File: src/rtl/tpu_ctrl_seq.sv
// GEMM command sequencer driving the TPU core ctrl_* inputs: weight load, data stream, bias hold, writeback drain.
// Latency: accept_w/sys_valid trail their UB reads by UB_RD_LAT; one command at a time, cmd_ready only in IDLE.
module tpu_ctrl_seq #(
    parameter int SYSTOLIC_ARRAY_WIDTH = 16,
    parameter int ADDR_WIDTH           = 10,
    parameter int UB_RD_LAT            = 1,
    parameter int DRAIN_TIMEOUT        = 1024
) (
    input  logic                                    clk,
    input  logic                                    rst,
    input  logic                                    cmd_valid,
    output logic                                    cmd_ready,
    input  logic [ADDR_WIDTH-1:0]                   cmd_addr_a,
    input  logic [ADDR_WIDTH-1:0]                   cmd_addr_b,
    input  logic [ADDR_WIDTH-1:0]                   cmd_addr_c,
    input  logic [ADDR_WIDTH-1:0]                   cmd_addr_d,
    input  logic [ADDR_WIDTH-1:0]                   cmd_num_rows,
    input  logic [2:0]                              cmd_vpu_mode,
    input  logic [SYSTOLIC_ARRAY_WIDTH-1:0]         cmd_row_mask,
    input  logic [SYSTOLIC_ARRAY_WIDTH-1:0]         cmd_col_mask,
    output logic [ADDR_WIDTH-1:0]                   ctrl_rd_addr_a,
    output logic                                    ctrl_rd_en_a,
    output logic                                    ctrl_accept_w,
    output logic [$clog2(SYSTOLIC_ARRAY_WIDTH)-1:0] ctrl_weight_index,
    output logic [ADDR_WIDTH-1:0]                   ctrl_rd_addr_b,
    output logic                                    ctrl_rd_en_b,
    output logic                                    ctrl_sys_valid,
    output logic                                    ctrl_sys_switch,
    output logic [ADDR_WIDTH-1:0]                   ctrl_rd_addr_c,
    output logic                                    ctrl_rd_en_c,
    output logic [2:0]                              ctrl_vpu_mode,
    output logic [ADDR_WIDTH-1:0]                   ctrl_wr_addr_d,
    output logic [SYSTOLIC_ARRAY_WIDTH-1:0]         ctrl_row_mask,
    output logic [SYSTOLIC_ARRAY_WIDTH-1:0]         ctrl_col_mask,
    input  logic                                    writeback_done,
    output logic                                    busy,
    output logic                                    done,
    output logic                                    err
);
    localparam int W    = SYSTOLIC_ARRAY_WIDTH;
    localparam int AW   = ADDR_WIDTH;
    localparam int IDXW = $clog2(W);
    localparam int TW   = $clog2(DRAIN_TIMEOUT + 1);

    typedef enum logic [2:0] {S_IDLE, S_LOAD_W, S_STREAM, S_DRAIN, S_DONE} state_t;

    state_t          state, state_nxt;
    logic [AW-1:0]   cnt;
    logic [AW:0]     wb_cnt;
    logic [AW:0]     wb_sum;
    logic [TW-1:0]   idle_cnt;
    logic            err_q;
    logic            timeout;
    logic            accept;
    logic            wb_live;

    logic [AW-1:0]   addr_a_q, addr_b_q, addr_c_q, addr_d_q, num_rows_q;
    logic [2:0]      vpu_mode_q;
    logic [W-1:0]    row_mask_q, col_mask_q;

    logic [UB_RD_LAT-1:0] a_vld_pipe, b_vld_pipe, sw_pipe;
    logic [IDXW-1:0]      idx_pipe [UB_RD_LAT];
    logic [IDXW-1:0]      idx_in;
    logic                 sw_in;

    assign accept  = cmd_valid && cmd_ready;
    assign wb_live = writeback_done && (state == S_STREAM || state == S_DRAIN);
    assign wb_sum  = wb_cnt + {{AW{1'b0}}, writeback_done};

    always_comb begin
        state_nxt = state;
        timeout   = 1'b0;
        case (state)
            S_IDLE:   if (cmd_valid) state_nxt = S_LOAD_W;
            S_LOAD_W: if (cnt == AW'(W - 1))
                          state_nxt = (num_rows_q != '0) ? S_STREAM : S_DONE;
            S_STREAM: if (cnt == num_rows_q - AW'(1)) state_nxt = S_DRAIN;
            S_DRAIN: begin
                // A pulse on the final cycle completes the drain without waiting a cycle.
                if (wb_sum >= {1'b0, num_rows_q}) begin
                    state_nxt = S_DONE;
                end else if (!writeback_done && (idle_cnt + TW'(1)) >= TW'(DRAIN_TIMEOUT)) begin
                    state_nxt = S_DONE;
                    timeout   = 1'b1;
                end
            end
            S_DONE:   state_nxt = S_IDLE;
            default:  state_nxt = S_IDLE;
        endcase
    end

    always_ff @(posedge clk or negedge rst) begin
        if (!rst) begin
            state      <= S_IDLE;
            cnt        <= '0;
            wb_cnt     <= '0;
            idle_cnt   <= '0;
            err_q      <= 1'b0;
            addr_a_q   <= '0;
            addr_b_q   <= '0;
            addr_c_q   <= '0;
            addr_d_q   <= '0;
            num_rows_q <= '0;
            vpu_mode_q <= '0;
            row_mask_q <= '0;
            col_mask_q <= '0;
        end else begin
            state <= state_nxt;

            if (state != state_nxt)
                cnt <= '0;
            else if (state == S_LOAD_W || state == S_STREAM)
                cnt <= cnt + AW'(1);

            if (accept)
                wb_cnt <= '0;
            else if (wb_live)
                wb_cnt <= wb_cnt + (AW+1)'(1);

            // Counts cycles elapsed since the last pulse (or since DRAIN entry).
            if (state != S_DRAIN)
                idle_cnt <= '0;
            else if (writeback_done)
                idle_cnt <= TW'(1);
            else
                idle_cnt <= idle_cnt + TW'(1);

            if (accept)
                err_q <= 1'b0;
            else if (timeout)
                err_q <= 1'b1;

            if (accept) begin
                addr_a_q   <= cmd_addr_a;
                addr_b_q   <= cmd_addr_b;
                addr_c_q   <= cmd_addr_c;
                addr_d_q   <= cmd_addr_d;
                num_rows_q <= cmd_num_rows;
                vpu_mode_q <= cmd_vpu_mode;
                row_mask_q <= cmd_row_mask;
                col_mask_q <= cmd_col_mask;
            end
        end
    end

    assign idx_in = ctrl_rd_en_a ? cnt[IDXW-1:0] : '0;
    assign sw_in  = ctrl_rd_en_b && (cnt == '0);

    // Read-latency pipelines; not flushed on state changes so they drain naturally.
    always_ff @(posedge clk or negedge rst) begin
        if (!rst) begin
            a_vld_pipe <= '0;
            b_vld_pipe <= '0;
            sw_pipe    <= '0;
            for (int i = 0; i < UB_RD_LAT; i++) idx_pipe[i] <= '0;
        end else begin
            a_vld_pipe[0] <= ctrl_rd_en_a;
            b_vld_pipe[0] <= ctrl_rd_en_b;
            sw_pipe[0]    <= sw_in;
            idx_pipe[0]   <= idx_in;
            for (int i = 1; i < UB_RD_LAT; i++) begin
                a_vld_pipe[i] <= a_vld_pipe[i-1];
                b_vld_pipe[i] <= b_vld_pipe[i-1];
                sw_pipe[i]    <= sw_pipe[i-1];
                idx_pipe[i]   <= idx_pipe[i-1];
            end
        end
    end

    assign cmd_ready         = (state == S_IDLE);
    assign busy              = (state != S_IDLE);
    assign done              = (state == S_DONE);
    assign err               = done && err_q;

    assign ctrl_rd_en_a      = (state == S_LOAD_W);
    assign ctrl_rd_addr_a    = ctrl_rd_en_a ? addr_a_q + cnt : '0;
    assign ctrl_accept_w     = a_vld_pipe[UB_RD_LAT-1];
    assign ctrl_weight_index = idx_pipe[UB_RD_LAT-1];

    assign ctrl_rd_en_b      = (state == S_STREAM);
    assign ctrl_rd_addr_b    = ctrl_rd_en_b ? addr_b_q + cnt : '0;
    assign ctrl_sys_valid    = b_vld_pipe[UB_RD_LAT-1];
    assign ctrl_sys_switch   = sw_pipe[UB_RD_LAT-1];

    assign ctrl_rd_en_c      = (state == S_STREAM || state == S_DRAIN);
    assign ctrl_rd_addr_c    = ctrl_rd_en_c ? addr_c_q : '0;

    assign ctrl_wr_addr_d    = addr_d_q + wb_cnt[AW-1:0];

    assign ctrl_vpu_mode     = busy ? vpu_mode_q : '0;
    assign ctrl_row_mask     = busy ? row_mask_q : '0;
    assign ctrl_col_mask     = busy ? col_mask_q : '0;
endmodule

File: config.mk
export PLATFORM = sky130hd
export DESIGN_NAME = tpu_ctrl_seq
export DESIGN_NICKNAME = d
export VERILOG_FILES = /design/src/rtl/tpu_ctrl_seq.sv
export SDC_FILE = /design/constraint.sdc
export NUM_CORES = 1
export LEC_CHECK = 0
export CAP_MARGIN = 15
export CELL_PAD_IN_SITES_DETAIL_PLACEMENT = 1
export CELL_PAD_IN_SITES_GLOBAL_PLACEMENT = 2
export CORE_MARGIN = 3
export CORE_UTILIZATION = 32
export DETAILED_ROUTE_END_ITERATION = 7
export PLACE_DENSITY = 0.95
export SLEW_MARGIN = 30
export SYNTH_ARGS = -nofsm -noshare
export SYNTH_HDL_FRONTEND = slang
export SYNTH_SLANG_ARGS = --single-unit
File: constraint.sdc
create_clock -name clk -period 4.9 [get_ports clk]
set_input_delay 1.47 -clock clk [delete_from_list [all_inputs] [get_ports clk]]
set_output_delay 1.47 -clock clk [all_outputs]
set_load 0.01 [all_outputs]
==> results.toml, run 1 <==
[logic_synthesis]
syn-instance-count = 869
syn-num-nets = 1006
synth_warnings = 0
synth_top_area_share_pct = 43.36
yosys.cell_count.top_type = "nand2_1"
synthDistinctLibCells = 53
synth_common_cells = "nand2_1, dfrtp_1, nor2_1"
synth_top_flop_cell = "dfrtp_1"
synth.top_cells.by_area = "dfrtp_1, nand2_1, ha_1, xnor2_1, xor2_1"
synth_area_per_cell_um2 = 8.501
synth_async_sr_flop_share_pct = 100.0
yosysSeqAreaShare_pct = 43.36
synth_edf_count = 0
syn_area_um2 = 7387
synth_top_area_cell = "dfrtp_1"
ys_ff_latch = 128

[layout]
fill_cells = 2586
drive_gt1_share_pct = 6.559
syn_to_final_growth_pct = 36.53
multi_input_area_um2 = 3930
final-seq-area_um2 = 3206
layout.nets = 1176

[clocking]
clkTransAtPathRegs_ns = 0.06
cts_root_buffer = "clkbuf_16"
numCtsBuffers = 17
clock_path_buffers = 2
clk_latency_ns = 0.43
cts_tree = "built"
cts_max_level = 4
hold_buffers = 0
post_cts.repair.setup_buffers = 0
cts_sinks = 128

[hold_path]
min_path_cells = 2
hold_path_end = "col_mask_q[3]$_DFFE_PN0P_"
hp-start = "col_mask_q[3]$_DFFE_PN0P_"
min_path_type = "reg -> reg"

[die]
initial_utilization_pct = 33.23
top_level_ports = 178
num_rows = 54
die_y_um = 157.9
coreArea_um2 = 22230
die-width_um = 157.9
fp.dieArea_um2 = 24940

[timing]
slew_headroom_pct = 57.50
setup_viol = 0
fmaxAchievable_mhz = 208.0
tns_ns = 0
whs_ns = 0.4634
final-hold-violation-count = 0
worstMarginPinSlew_ns = 0.6376
finalCritPeriodShare_pct = 98.13
slew_viol_final = 0
clock_skew_ns = 0.008660
layout_min_cycle_time_ns = 4.808
fin_ws_ns = 0.09157

[placement]
gp_congestion = 0.7852
post-dp-hpwl_mm = 16.62
portBuffers = 177
pre_cts_slack_ns = 0.05817

[pwr]
power.leakage_uw = 0.004895
vdd_drop_max_mv = 0.2398
p_per_area_nw_per_um2 = 276.5
finalPower_uw = 2789

[global_routing]
grt_pass1_vias = 7090
overflow = 0
grt_max_degree = 49
antenna_found_initial = 1
grt_pass1_wl_mm = 36.56
grt_usage_pct = 18.50

[setup_path]
start_kind = "flip-flop"
ff2ff_setup_slack_ns = 1.59
timing.rr.start = "wb_cnt[0]$_DFFE_PN0P_"
r2r_cells = 12
end_kind = "output pin"
crit_type = "reg -> out"
arrival_ns = 3.34
cp.required_ns = 3.43
crit_fanout = 8
timing.rr.end = "cnt[5]$_DFFE_PN0P_"

[detailed_routing]
drtIter0Drc = 199
num_vias = 6581
first_pass_iters = 6
wire_per_inst_um = 17.10
drc = 0
viasPerCell = 4.937
wl_mm = 22.80
ant_nets = 0

[status]
status = "finished, final reports clean"

[job]
max_cap_violations = 0
sequential cells by signal, indices dropped and copies added, names as in the netlist:
register	flops
col_mask_q	16
row_mask_q	16
idle_cnt	11
wb_cnt	11
addr_a_q	10
addr_b_q	10
addr_c_q	10
addr_d_q	10
cnt	10
num_rows_q	10
ctrl_weight_index	4
state	3
vpu_mode_q	3
ctrl_accept_w	1
ctrl_sys_switch	1
ctrl_sys_valid	1
err_q	1
layout make-up:
class	count	share of cell area [%]
Antenna cell	1	0.02481
Clock buffer	18	4.354
Clock inverter	14	1.638
Inverter	33	1.228
Multi-Input combinational cell	669	38.97
Sequential cell	128	31.78
Tap cell	280	3.474
Timing Repair Buffer	190	18.53
placed cells by master, fill, tap and decap left out, types with 15 or more instances in the layout:
master / netlist / layout
clkbuf_16: 0 / 17
nor2_1: 52 / 52
ha_1: 45 / 45
xor2_1: 31 / 31
dfrtp_1: 128 / 126
xnor2_1: 32 / 32
o21ai_0: 32 / 32
inv_1: 32 / 32
clkdlybuf4s50_1: 0 / 175
nand2_1: 265 / 264
and2_1: 16 / 15
nor2b_1: 38 / 38
nor3_1: 22 / 21
a21oi_1: 21 / 20
report_power, final:
group	total, uW	leakage [uW]	internal [uW]	switching, uW
registers	1130	0.00170	1080	55.8
logic	338	0.00291	186	152
clock network	1320	0.000284	810	509
through the flow:
step | instance area, um^2 | util [%] | std cells
after floorplan | 7387 | - | 869
after CTS | 10060 | 45.27 | 1332
after global placement | 9447 | 42.50 | 1300
after global routing | 10090 | 45.37 | 1333
after detailed placement | 9447 | 42.50 | 1300
final | 10090 | 45.37 | 1333
worst max path at each step:
stage	endpoint	from	slack, ns	cells after the start
finish	ctrl_rd_addr_b[9]	cnt[1]$_DFFE_PN0P_	0.09	9
floorplan	cnt[1]$_DFFE_PN0P_	writeback_done	0.95	13
CTS	ctrl_rd_addr_a[8]	cnt[0]$_DFFE_PN0P_	0.02	9
detailed placement	cnt[7]$_DFFE_PN0P_	writeback_done	0.06	13
global placement	cnt[6]$_DFFE_PN0P_	writeback_done	0.15	13
global route	ctrl_rd_addr_b[9]	cnt[1]$_DFFE_PN0P_	-0.05	9
cells by family after synthesis:
family / count (synthesis) / share of synthesized area (%)
muxes: 2 / 0.2710
xor gates and xnor gates: 63 / 7.470
and+or+nand+nor: 458 / 27.81
buffers and inverters: 72 / 3.946
adders and majority gates: 48 / 8.435
DFF: 128 / 43.36
AOI/OAI and AO/OA: 98 / 8.706
critical path, cell delays in order, from the launching register on:
cell	delay [ns]
dfrtp_1	0.40
buf_4	0.18
ha_1	0.29
a21o_1	0.16
a21oi_1	0.30
o21ai_0	0.27
a2111oi_2	0.40
o21ai_0	0.14
a21oi_1	0.19
clkdlybuf4s50_1	0.57
repair_timing:
item | 4_1_cts | 5_1_grt
endpoints found under the setup margin | 2 | 8
pin swaps | 0 | 1
gates resized for setup | 4 | 7
routing by layer:
| metal | up-vias | track usage [%] | routed length, um |
|---|---|---|---|
| li1 | 3187 | - | - |
| met5 | - | 0 | 0 |
| met2 | 104 | 33.99 | 12030 |
| met1 | 3265 | 21.58 | 9564 |
| met3 | 25 | 3.663 | 795 |
| met4 | 0 | 6.063 | 413 |
(Power assumes the default switching activity.)
==> inputs of run 2 (changes only) <==
--- a/config.mk
+++ b/config.mk
@@ -11,6 +11,7 @@
 export CORE_MARGIN = 3
 export CORE_UTILIZATION = 32
 export DETAILED_ROUTE_END_ITERATION = 7
+export GPL_TIMING_DRIVEN = 0
 export PLACE_DENSITY = 0.95
 export SLEW_MARGIN = 30
 export SYNTH_ARGS = -nofsm -noshare
==> results.toml, run 2 (same netlist as run 1, synthesis figures left out) <==
[status]
status = "finished, final reports clean"

[die]
num_rows = 54
top_level_ports = 178
die_y_um = 157.9
coreArea_um2 = 22230
die-width_um = 157.9
initial_utilization_pct = 33.23
fp.dieArea_um2 = 24940

[layout]
syn_to_final_growth_pct = 38.08
final_cells = 1359
layout.nets = 1203
reg_top3 = "col_mask_q x16, row_mask_q x16"
final_util_pct = 45.89
fill_cells = 2597
n_antenna_cell = 0
drive_gt1_share_pct = 5.561
layout_common_cells = "nand2_1, clkdlybuf4s50_1, dfrtp_1"
mostFrequentLayoutCell = "nand2_1"

[detailed_routing]
ant_nets = 0
wl_mm = 22.55
num_vias = 6541
first_pass_iters = 4
wire_per_inst_um = 16.59
drc = 0
drtIter0Drc = 204
viasPerCell = 4.813

[setup_path]
timing.rr.start = "wb_cnt[0]$_DFFE_PN0P_"
slowest_stage = "clkdlybuf4s50_1"
crit_path_cell_trace = "ha_1, a21o_1, a21oi_1, o21ai_0, a2111oi_2, o21ai_0, a21oi_1, clkdlybuf4s50_1"
crit_fanout = 9
start_kind = "flip-flop"
cp.required_ns = 3.43
arrival_ns = 3.23
timing.rr.end = "cnt[9]$_DFFE_PN0P_"
crit_type = "reg -> out"
cpPeakStageDelay_ns = 0.56
ff2ff_setup_slack_ns = 1.47
end_kind = "output pin"
r2r_cells = 13

[clocking]
clkTransAtPathRegs_ns = 0.06
cts_root_buffer = "clkbuf_16"
clk_latency_ns = 0.43
clock_path_buffers = 2
cts_sinks = 128
cts_tree = "built"
numCtsBuffers = 17
hold_buffers = 0
cts_max_level = 4

[hold_path]
min_path_type = "reg -> reg"
min_path_cells = 2
hp-start = "col_mask_q[12]$_DFFE_PN0P_"
hold_path_end = "col_mask_q[12]$_DFFE_PN0P_"

[pwr]
vdd_drop_max_mv = 0.2447
power.leakage_uw = 0.004913
p_per_area_nw_per_um2 = 279.0

[global_routing]
overflow = 0
grt_max_degree = 67
grt_usage_pct = 18.49
antenna_found_initial = 2
grt_pass1_vias = 7055
grt_pass1_wl_mm = 36.14

[placement]
place_inst = 1327
portBuffers = 177
gp_congestion = 0.8612
post-dp-hpwl_mm = 17.05

[timing]
final-hold-violation-count = 0
slew_viol_final = 0
whs_ns = 0.4634
worstMarginPinSlew_ns = 0.7946
slew_headroom_pct = 47.03
layout_min_cycle_time_ns = 4.700
setup_viol = 0
rsz0062_at_grt = "false"
fmaxAchievable_mhz = 212.8
clock_skew_ns = 0.009959
finalCritPeriodShare_pct = 95.91

[job]
max_cap_violations = 0
[run 2: metal layers]
layer  share of wire, %  vias to the layer above  GRT usage (%)  routed length [um]
li1                   -                     3253              -                   -
met1                 43                     3141          22.42                9767
met2                 51                      111          33.03               11540
met3                4.0                       32          4.128                 903
met4                1.4                        4          5.203                 311
met5               0.12                        -              0                  27
[run 2: final cells by class]
type | instances | area (um^2) | area share, %
clock buffer | 17 | 425.4 | 4.171
sequential | 128 | 3206 | 31.43
tap | 280 | 350.3 | 3.435
clock inverter | 15 | 209.0 | 2.049
multi-input combinational | 669 | 3915 | 38.38
buffer | 39 | 167.7 | 1.644
timing repair buffer | 178 | 1803 | 17.68
inverter | 33 | 123.9 | 1.214
[run 2: worst max-delay path by stage]
stage	slack, ns	cells past startpoint	end	start
2_1_floorplan	0.95	13	cnt[1]$_DFFE_PN0P_	writeback_done
3_3_place_gp	-3.02	1	addr_b_q[1]$_DFFE_PN0P_	rst
3_5_place_dp	-0.08	14	cnt[9]$_DFFE_PN0P_	writeback_done
4_1_cts	0.0007	8	ctrl_rd_addr_b[9]	cnt[1]$_DFFE_PN0P_
5_1_grt	0.01	9	ctrl_rd_addr_a[8]	cnt[0]$_DFFE_PN0P_
6_report	0.20	8	ctrl_rd_addr_b[9]	cnt[1]$_DFFE_PN0P_
[run 2: stage by stage]
step	setup WS (ns)	TNS [ns]	power (uW)	area [um^2]
6_report	0.2003	0	2846	10200
2_1_floorplan	0.9491	0	1282	7387
3_5_place_dp	-0.08131	-0.3660	1487	9542
4_1_cts	0.0007383	0	2880	10190
5_1_grt	0.01037	0	2968	10200
3_3_place_gp	-3.018	-385.10	1474	9509
[run 2: where the power goes]
| group | total [uW] | internal [uW] | switching [uW] |
|---|---|---|---|
| combinational | 369 | 192 | 177 |
| sequential | 1100 | 1080 | 22.4 |
| clock | 1380 | 858 | 520 |
[run 2: timing repair]
action,in CTS,in global routing
setup endpoints to repair,3,6
pin swaps,0,1
resized for setup,6,5
setup buffers,0,0
[run 2: critical path: cells and delay by family (launching register included)]
family                     cells  cell delay, ns
buffers and inverters          1            0.56
AOI/OAI and AO/OA              6            1.42
adders and majority gates      1            0.32
DFF                            1            0.50
